==> src/rtl/piso_tx_arbiter.sv <==
// Round-robin arbiter feeding one shared PISO shift register; words leave LSB-first
// with a done pulse on the last bit and optional idle gap between frames.
module piso_tx_arbiter #(
    parameter int WIDTH = 4,
    parameter int NREQ  = 2,
    parameter int GAP   = 0
) (
    input  logic                      i_clk,
    input  logic                      i_rst,
    input  logic [NREQ-1:0]           i_req_valid,
    input  logic [NREQ*WIDTH-1:0]     i_req_data,
    output logic [NREQ-1:0]           o_req_ready,
    input  logic                      i_hold,
    output logic                      o_sout,
    output logic                      o_sout_valid,
    output logic [$clog2(NREQ)-1:0]   o_src_id,
    output logic                      o_done,
    output logic                      o_busy,
    output logic [1:0]                o_state
);

    localparam int IDW = $clog2(NREQ);
    localparam int BW  = $clog2(WIDTH);
    localparam logic [BW-1:0] LAST_BIT = BW'(WIDTH - 1);
    localparam logic [3:0]    GAP_LAST = (GAP > 0) ? 4'(GAP - 1) : 4'd0;

    typedef enum logic [1:0] {
        S_IDLE  = 2'd0,
        S_SHIFT = 2'd1,
        S_GAP   = 2'd2
    } state_t;

    state_t           r_state;
    state_t           w_next;
    logic [WIDTH-1:0] r_shreg;
    logic [BW-1:0]    r_bitcnt;
    logic [3:0]       r_gapcnt;
    logic [IDW-1:0]   r_rr_last;
    logic [IDW-1:0]   r_src_id;

    logic             w_found;
    logic [IDW-1:0]   w_grant;
    logic [WIDTH-1:0] w_grant_data;
    logic             w_accept;
    logic             w_last_bit;
    logic             w_gap_end;

    // Handshake: word i transfers on the cycle where i_req_valid[i] & o_req_ready[i];
    // ready is offered only in IDLE with hold low, so a transfer always starts a frame.
    always_comb begin
        w_found = 1'b0;
        w_grant = '0;
        // Lowest valid index overall is the wrap-around fallback; the second pass
        // overrides it with the lowest valid index above the last winner.
        for (int i = NREQ - 1; i >= 0; i--) begin
            if (i_req_valid[i]) begin
                w_found = 1'b1;
                w_grant = IDW'(i);
            end
        end
        for (int i = NREQ - 1; i >= 0; i--) begin
            if (i_req_valid[i] && (i > int'(r_rr_last))) begin
                w_grant = IDW'(i);
            end
        end
    end

    always_comb begin
        w_grant_data = '0;
        for (int i = 0; i < NREQ; i++) begin
            if (IDW'(i) == w_grant) begin
                w_grant_data = i_req_data[i*WIDTH +: WIDTH];
            end
        end
    end

    assign w_accept   = (r_state == S_IDLE) && !i_hold && w_found;
    assign w_last_bit = (r_state == S_SHIFT) && !i_hold && (r_bitcnt == LAST_BIT);
    assign w_gap_end  = (r_state == S_GAP) && (r_gapcnt == GAP_LAST);

    always_ff @(posedge i_clk) begin
        if (i_rst) begin
            r_state <= S_IDLE;
        end else begin
            r_state <= w_next;
        end
    end

    always_comb begin
        w_next = r_state;
        case (r_state)
            S_IDLE:  if (w_accept)   w_next = S_SHIFT;
            S_SHIFT: if (w_last_bit) w_next = (GAP > 0) ? S_GAP : S_IDLE;
            S_GAP:   if (w_gap_end)  w_next = S_IDLE;
            default: w_next = S_IDLE;
        endcase
    end

    always_ff @(posedge i_clk) begin
        if (i_rst) begin
            r_shreg   <= '0;
            r_bitcnt  <= '0;
            r_gapcnt  <= '0;
            r_rr_last <= IDW'(NREQ - 1);
            r_src_id  <= '0;
        end else begin
            case (r_state)
                S_IDLE: begin
                    if (w_accept) begin
                        r_shreg   <= w_grant_data;
                        r_src_id  <= w_grant;
                        r_rr_last <= w_grant;
                        r_bitcnt  <= '0;
                    end
                end
                S_SHIFT: begin
                    if (!i_hold) begin
                        r_shreg  <= r_shreg >> 1;
                        r_bitcnt <= w_last_bit ? '0 : r_bitcnt + 1'b1;
                        r_gapcnt <= '0;
                    end
                end
                S_GAP: begin
                    r_gapcnt <= r_gapcnt + 1'b1;
                end
                default: begin
                    r_gapcnt <= '0;
                end
            endcase
        end
    end

    always_comb begin
        o_req_ready  = w_accept ? (NREQ'(1) << w_grant) : '0;
        o_sout       = (r_state == S_SHIFT) && r_shreg[0];
        o_sout_valid = (r_state == S_SHIFT) && !i_hold;
        o_done       = w_last_bit;
        o_busy       = (r_state != S_IDLE);
        o_src_id     = r_src_id;
        o_state      = r_state;
    end

endmodule

==> config.mk <==
export PLATFORM = sky130hd
export DESIGN_NAME = piso_tx_arbiter
export DESIGN_NICKNAME = d
export VERILOG_FILES = /design/src/rtl/piso_tx_arbiter.sv
export SDC_FILE = /design/constraint.sdc
export NUM_CORES = 1
export LEC_CHECK = 0
export CORE_UTILIZATION = 41
export DETAILED_ROUTE_END_ITERATION = 8
export PLACE_DENSITY = 0.76
export SLEW_MARGIN = 20
export SYNTH_ARGS = -nofsm -noshare
export SYNTH_HDL_FRONTEND = slang
export SYNTH_SLANG_ARGS = --single-unit
==> constraint.sdc <==
create_clock -name i_clk -period 1.75 [get_ports i_clk]
set_input_delay 0.35 -clock i_clk [delete_from_list [all_inputs] [get_ports i_clk]]
set_output_delay 0.35 -clock i_clk [all_outputs]
set_load 0.05 [all_outputs]
Word-level counts from Yosys, hierarchy flattened --
Cells that the tools add are included. W data, S select, Z words.
Storage, ports and cells: output and inout port bits 9, register bits after elaboration 14, logic and storage cells 53
Cells by class: reductions and logical operators 16, shifts and indexed selects 1, $lt $le $gt $ge 1, add/sub/neg operators 2, mux-type cells 19, bitwise operators 1, equal/unequal tests 7
Operator list (count):
- $mux W4 | 4
- $mux W2 | 7
- $pmux W4 S3 | 1
- $ne A2 B2 Y1 const B | 4
- $pmux W4 S2 | 1
- $logic_and A1 B1 Y1 | 7
- $pmux W2 S3 | 1
- $reduce_and A3 Y1 | 2
- $add A4 B1 Y4 const B | 1
- $eq A2 B2 Y1 const B | 2
- $logic_not A4 Y1 | 1
- $mux W1 | 4
- $pmux W2 S2 | 1
- $reduce_and A2 Y1 | 2
- $reduce_bool A2 Y1 | 2
- $add A2 B1 Y2 const B | 1
- $eq A2 B1 Y1 const B | 1
- $logic_not A2 Y1 | 1
- $shl A1 B1 Y2 const A | 1
- $gt A1 B1 Y1 const A | 1
- $logic_not A1 Y1 | 1
- $not A1 Y1 | 1

Depth between registers and ports, before layout --
depth after elaboration 6, depth in mapped cells 6

Worst setup path after synthesis --
Ideal clock, no wire load.
path type register to output, start register r_state[0] (netlist: o_state[0]), end output o_req_ready[0], stages on the path, launching flop included 5, path buffers 1, slack -0.418 ns, data arrival time 1.818 ns, required time 1.400 ns, cell sequence dfxtp_1 -> or2_1 -> buf_6 -> or2_4 -> nor2_1
On the way: cells in the longest elaborated chain, start to end 4
RTL lines:
- start, declared | line 33 | state_t r_state;
- start signal, assigned | line 85 | r_state <= w_next;
- $logic_not A2 Y1 | line 77 | assign w_accept = (r_state == S_IDLE) && !i_hold && w_found;
- $logic_and A1 B1 Y1 (2 in series) | line 77
- $mux W2 | line 134 | o_req_ready = w_accept ? (NREQ'(1) << w_grant) : '0;
- end, declared | line 12 | output logic [NREQ-1:0] o_req_ready,
No other way between the ends.

Worst setup path after layout --
start input i_hold, end output o_req_ready[0]
On the way: cells in the longest elaborated chain, start to end 4
RTL lines:
- start, declared | line 13 | input logic i_hold,
- $logic_not A1 Y1 | line 77
- $logic_and A1 B1 Y1 (2 in series) | line 77
- $mux W2 | line 134
No other way between the ends.

==> impl_metrics.tcl <==
set metrics [dict create \
    ys_seq_area_frac 0.321 \
    setup_viol 0 \
    synth_top_cell_by_area "dfxtp_1" \
    fin_cells 106 \
    cts_buffer_depth 2 \
    core-area_um2 1190 \
    nets 107 \
    grt_pass1_vias 524 \
    num_rows 12 \
    r2r_cells 5 \
    die_y_um 39.0 \
    crit_top_cell "or2_4" \
    io_buffers 20 \
    track_usage 0.210 \
    dieArea_um2 1520 \
    hold_start "r_shreg[1]" \
    drive_above_1_share 0.370 \
    dpl.hpwl_um 991 \
    hold-path-endpoint "r_shreg[1]" \
    cts_tree "yes" \
    peakVddDrop_mv 0.620 \
    wl_um 1290 \
    drcViolationCount 0 \
    start_util 0.473 \
    status "finished clean" \
    die_width_um 39.0 \
    crit_type "in -> out" \
    maxCapViolations 0 \
    timing.rr.end "r_shreg[0]" \
    hold_class "reg -> reg" \
    yosysTopAreaCellShare 0.321 \
    finalCriticalPeriod_ns 1.71 \
    drtPass1Iterations 2 \
    clkLatencyLatePin_ns 0.26 \
    vias 558 \
    ant_nets 0 \
    gp_congestion 0.751 \
    antenna_found_initial 0 \
    wl_per_cell_um 12.2 \
    min_path_cells 2 \
    drv_slew 0 \
    final.setup.tns_ns 0 \
    overflow 0 \
    netlist_instances 63 \
    skew_ns 0.000474 \
    ios 22 \
    grt_start_max_net_pins 13 \
    cts_buffers 3 \
    grt_setup_unrepaired "false" \
    syn_area_um2 561 \
    dpl.cell_count 101 \
    crit_buf_inv 2 \
    arrival_ns 1.36 \
    area_delta_synth_final_pct 62.3 \
    finalHoldViolations 0 \
    cts.sinks 9 \
    h-tree-depth 1 \
    grt_first_pass_wirelength_um 2080 \
    ys_ff_latch 9 \
    synth.net_count 77 \
    fin_crit_sh 0.980 \
    yosysUniqueCellTypes 31 \
    ys.warnings.count 0 \
    path_max_fanout 3 \
    antennaDiodeCount 0 \
    crit_chain "dlygate4sd2_1, or2_4, or2_4, nor2_4, buf_12" \
    critPathTopFamily "simple AND/OR/NAND/NOR gates" \
    clkTransAtPathRegs_ns 0.06 \
    cp_slowest_cell "or2_4" \
    yosys-top-cells-area "dfxtp_1 32%, a221oi_2 8.0%, nor2b_1 6.7%, mux2i_1 5.4%, inv_1 4.0%" \
    timing.fmax_mhz 583 \
    r2r_slack_ns 0.32 \
    worstReg2RegStart "o_state[0]" \
    cts_root_buf "clkbuf_4" \
    p_leak_nw 0.378 \
    synth_area_per_cell_um2 8.90 \
    end_kind "primary output" \
    fillers 80 \
    vias_per_cell 5.26 \
    cp-start-kind "primary input" \
    drtIter0Drc 2 \
    cp.required_ns 1.40 \
    power_density_nw_per_um2 683 \
    critical-path-max-stage-delay_ns 0.26 \
]
-- layout make-up --
class,count,area [um2],share of cell area
Clock buffer,4,26.3,0.0289
Multi-Input combinational cell,42,337,0.370
Tap cell,14,17.5,0.0193
Sequential cell,9,181,0.199
Inverter,6,22.5,0.0248
Timing Repair Buffer,31,325,0.358
-- stage by stage --
stage | hold WS [ns] | cell area, um2 | power (mW) | setup slack, ns | utilization
after CTS | 0.467 | 910 | 0.632 | 0.0300 | 0.767
final | 0.465 | 910 | 0.621 | 0.0350 | 0.767
after floorplan | 0.438 | 577 | 0.368 | 0.0631 | -
after global placement | 0.446 | 872 | 0.452 | -0.168 | 0.735
after global routing | 0.485 | 910 | 0.657 | 0.0129 | 0.767
after detailed placement | 0.457 | 872 | 0.455 | -0.184 | 0.735
-- report_power, final --
group | switching, mW | internal (mW) | leakage (nW) | total, mW
combinational | 0.113 | 0.110 | 0.289 | 0.223
clock | 0.0794 | 0.0882 | 0.0150 | 0.168
sequential | 0.00863 | 0.221 | 0.0743 | 0.230
-- cell usage in the layout (no fill, tap or decap) --
master | synthesis | layout
o21a_2 | 1 | 1
buf_12 | 0 | 5
inv_1 | 6 | 6
o41ai_1 | 1 | 1
buf_6 | 1 | 1
clkdlybuf4s50_1 | 0 | 9
a32oi_1 | 1 | 1
dfxtp_1 | 9 | 8
conb_1 | 1 | 1
o21ai_0 | 1 | 1
mux2i_1 | 3 | 3
o22ai_1 | 3 | 3
and2_1 | 1 | 1
clkbuf_1 | 0 | 1
o21a_1 | 2 | 2
a21oi_1 | 3 | 3
ha_1 | 1 | 1
clkbuf_4 | 0 | 3
dlygate4sd2_1 | 0 | 3
a221oi_2 | 3 | 3
or3_1 | 1 | 1
nand2b_2 | 1 | 1
or2_4 | 1 | 2
nor2_1 | 3 | 1
nand2b_1 | 1 | 1
a211o_1 | 1 | 1
nor2_4 | 0 | 2
and2b_2 | 0 | 1
o211ai_1 | 2 | 2
nor2b_1 | 6 | 6
a21boi_2 | 1 | 1
o2111ai_1 | 1 | 1
buf_4 | 2 | 13
dfxtp_2 | 0 | 1
nand2_1 | 1 | 1
-- cells by family after synthesis --
family | count (synthesis) | share of synthesized area
buf+inv | 12 | 0.112
compound gates | 20 | 0.301
fa+ha+maj | 1 | 0.0223
flops | 9 | 0.321
other cells | 1 | 0.00669
simple gates | 17 | 0.183
mux | 3 | 0.0536
-- worst reg2reg max path, cell delays in order (launching register included) --
cell and delay (ns):
dfxtp_2 0.32, or2_4 0.23, buf_4 0.14, buf_4 0.15, o21a_2 0.25, a221oi_2 0.26
-- metal layers --
| metal | vias to the layer above | track usage | wire, um |
|---|---|---|---|
| met5 | - | 0 | 0 |
| met4 | 0 | 0.0517 | 4 |
| met3 | 2 | 0.0925 | 73 |
| met2 | 15 | 0.392 | 656 |
| met1 | 261 | 0.208 | 553 |
| li1 | 280 | - | - |
-- how the worst max path moves through the flow --
stage | slack, ns | cells after the start | start | to
floorplan | 0.06 | 4 | o_state[0] | o_req_ready[0]
global placement | -0.17 | 5 | i_hold | o_req_ready[0]
detailed placement | -0.18 | 5 | i_hold | o_req_ready[0]
CTS | 0.03 | 5 | i_hold | o_req_ready[0]
global route | 0.01 | 5 | i_hold | o_req_ready[0]
finish | 0.04 | 5 | i_hold | o_req_ready[0]
-- what timing repair did --
| item | in CTS | in global routing |
|---|---|---|
| resized for setup | 6 | 0 |
| hold buffers | 0 | 0 |
| buffers inserted | 1 | 0 |
| endpoints found under the setup margin | 4 | 0 |
-- flip-flops by register name, summed over array words and instances, names as in the netlist --
signal / flops
r_bitcnt: 2
r_shreg: 4
o_state: 1
o_src_id: 1
r_rr_last: 1
-- cells in the mapped netlist --
cell type and count:
o41ai_1 1, and2b_1 1, buf_2 2, buf_1 1, nand2b_1 1, o2111ai_1 1
buf_6 1, a21oi_1 3, a32oi_1 1, or3_1 1, nand2_1 1, a211o_1 1
a21boi_2 1, o21ai_0 1, nor2_1 3, ha_1 1, nand2b_2 1, mux2i_1 3
o21a_2 1, conb_1 1, or2_1 1, and2_1 1, dfxtp_1 9, o22ai_1 3
o211ai_1 2, a221oi_2 3, or2_4 1, nor2b_1 6, buf_4 2, o21a_1 2
inv_1 6
Power figures use the tool's default switching activity.
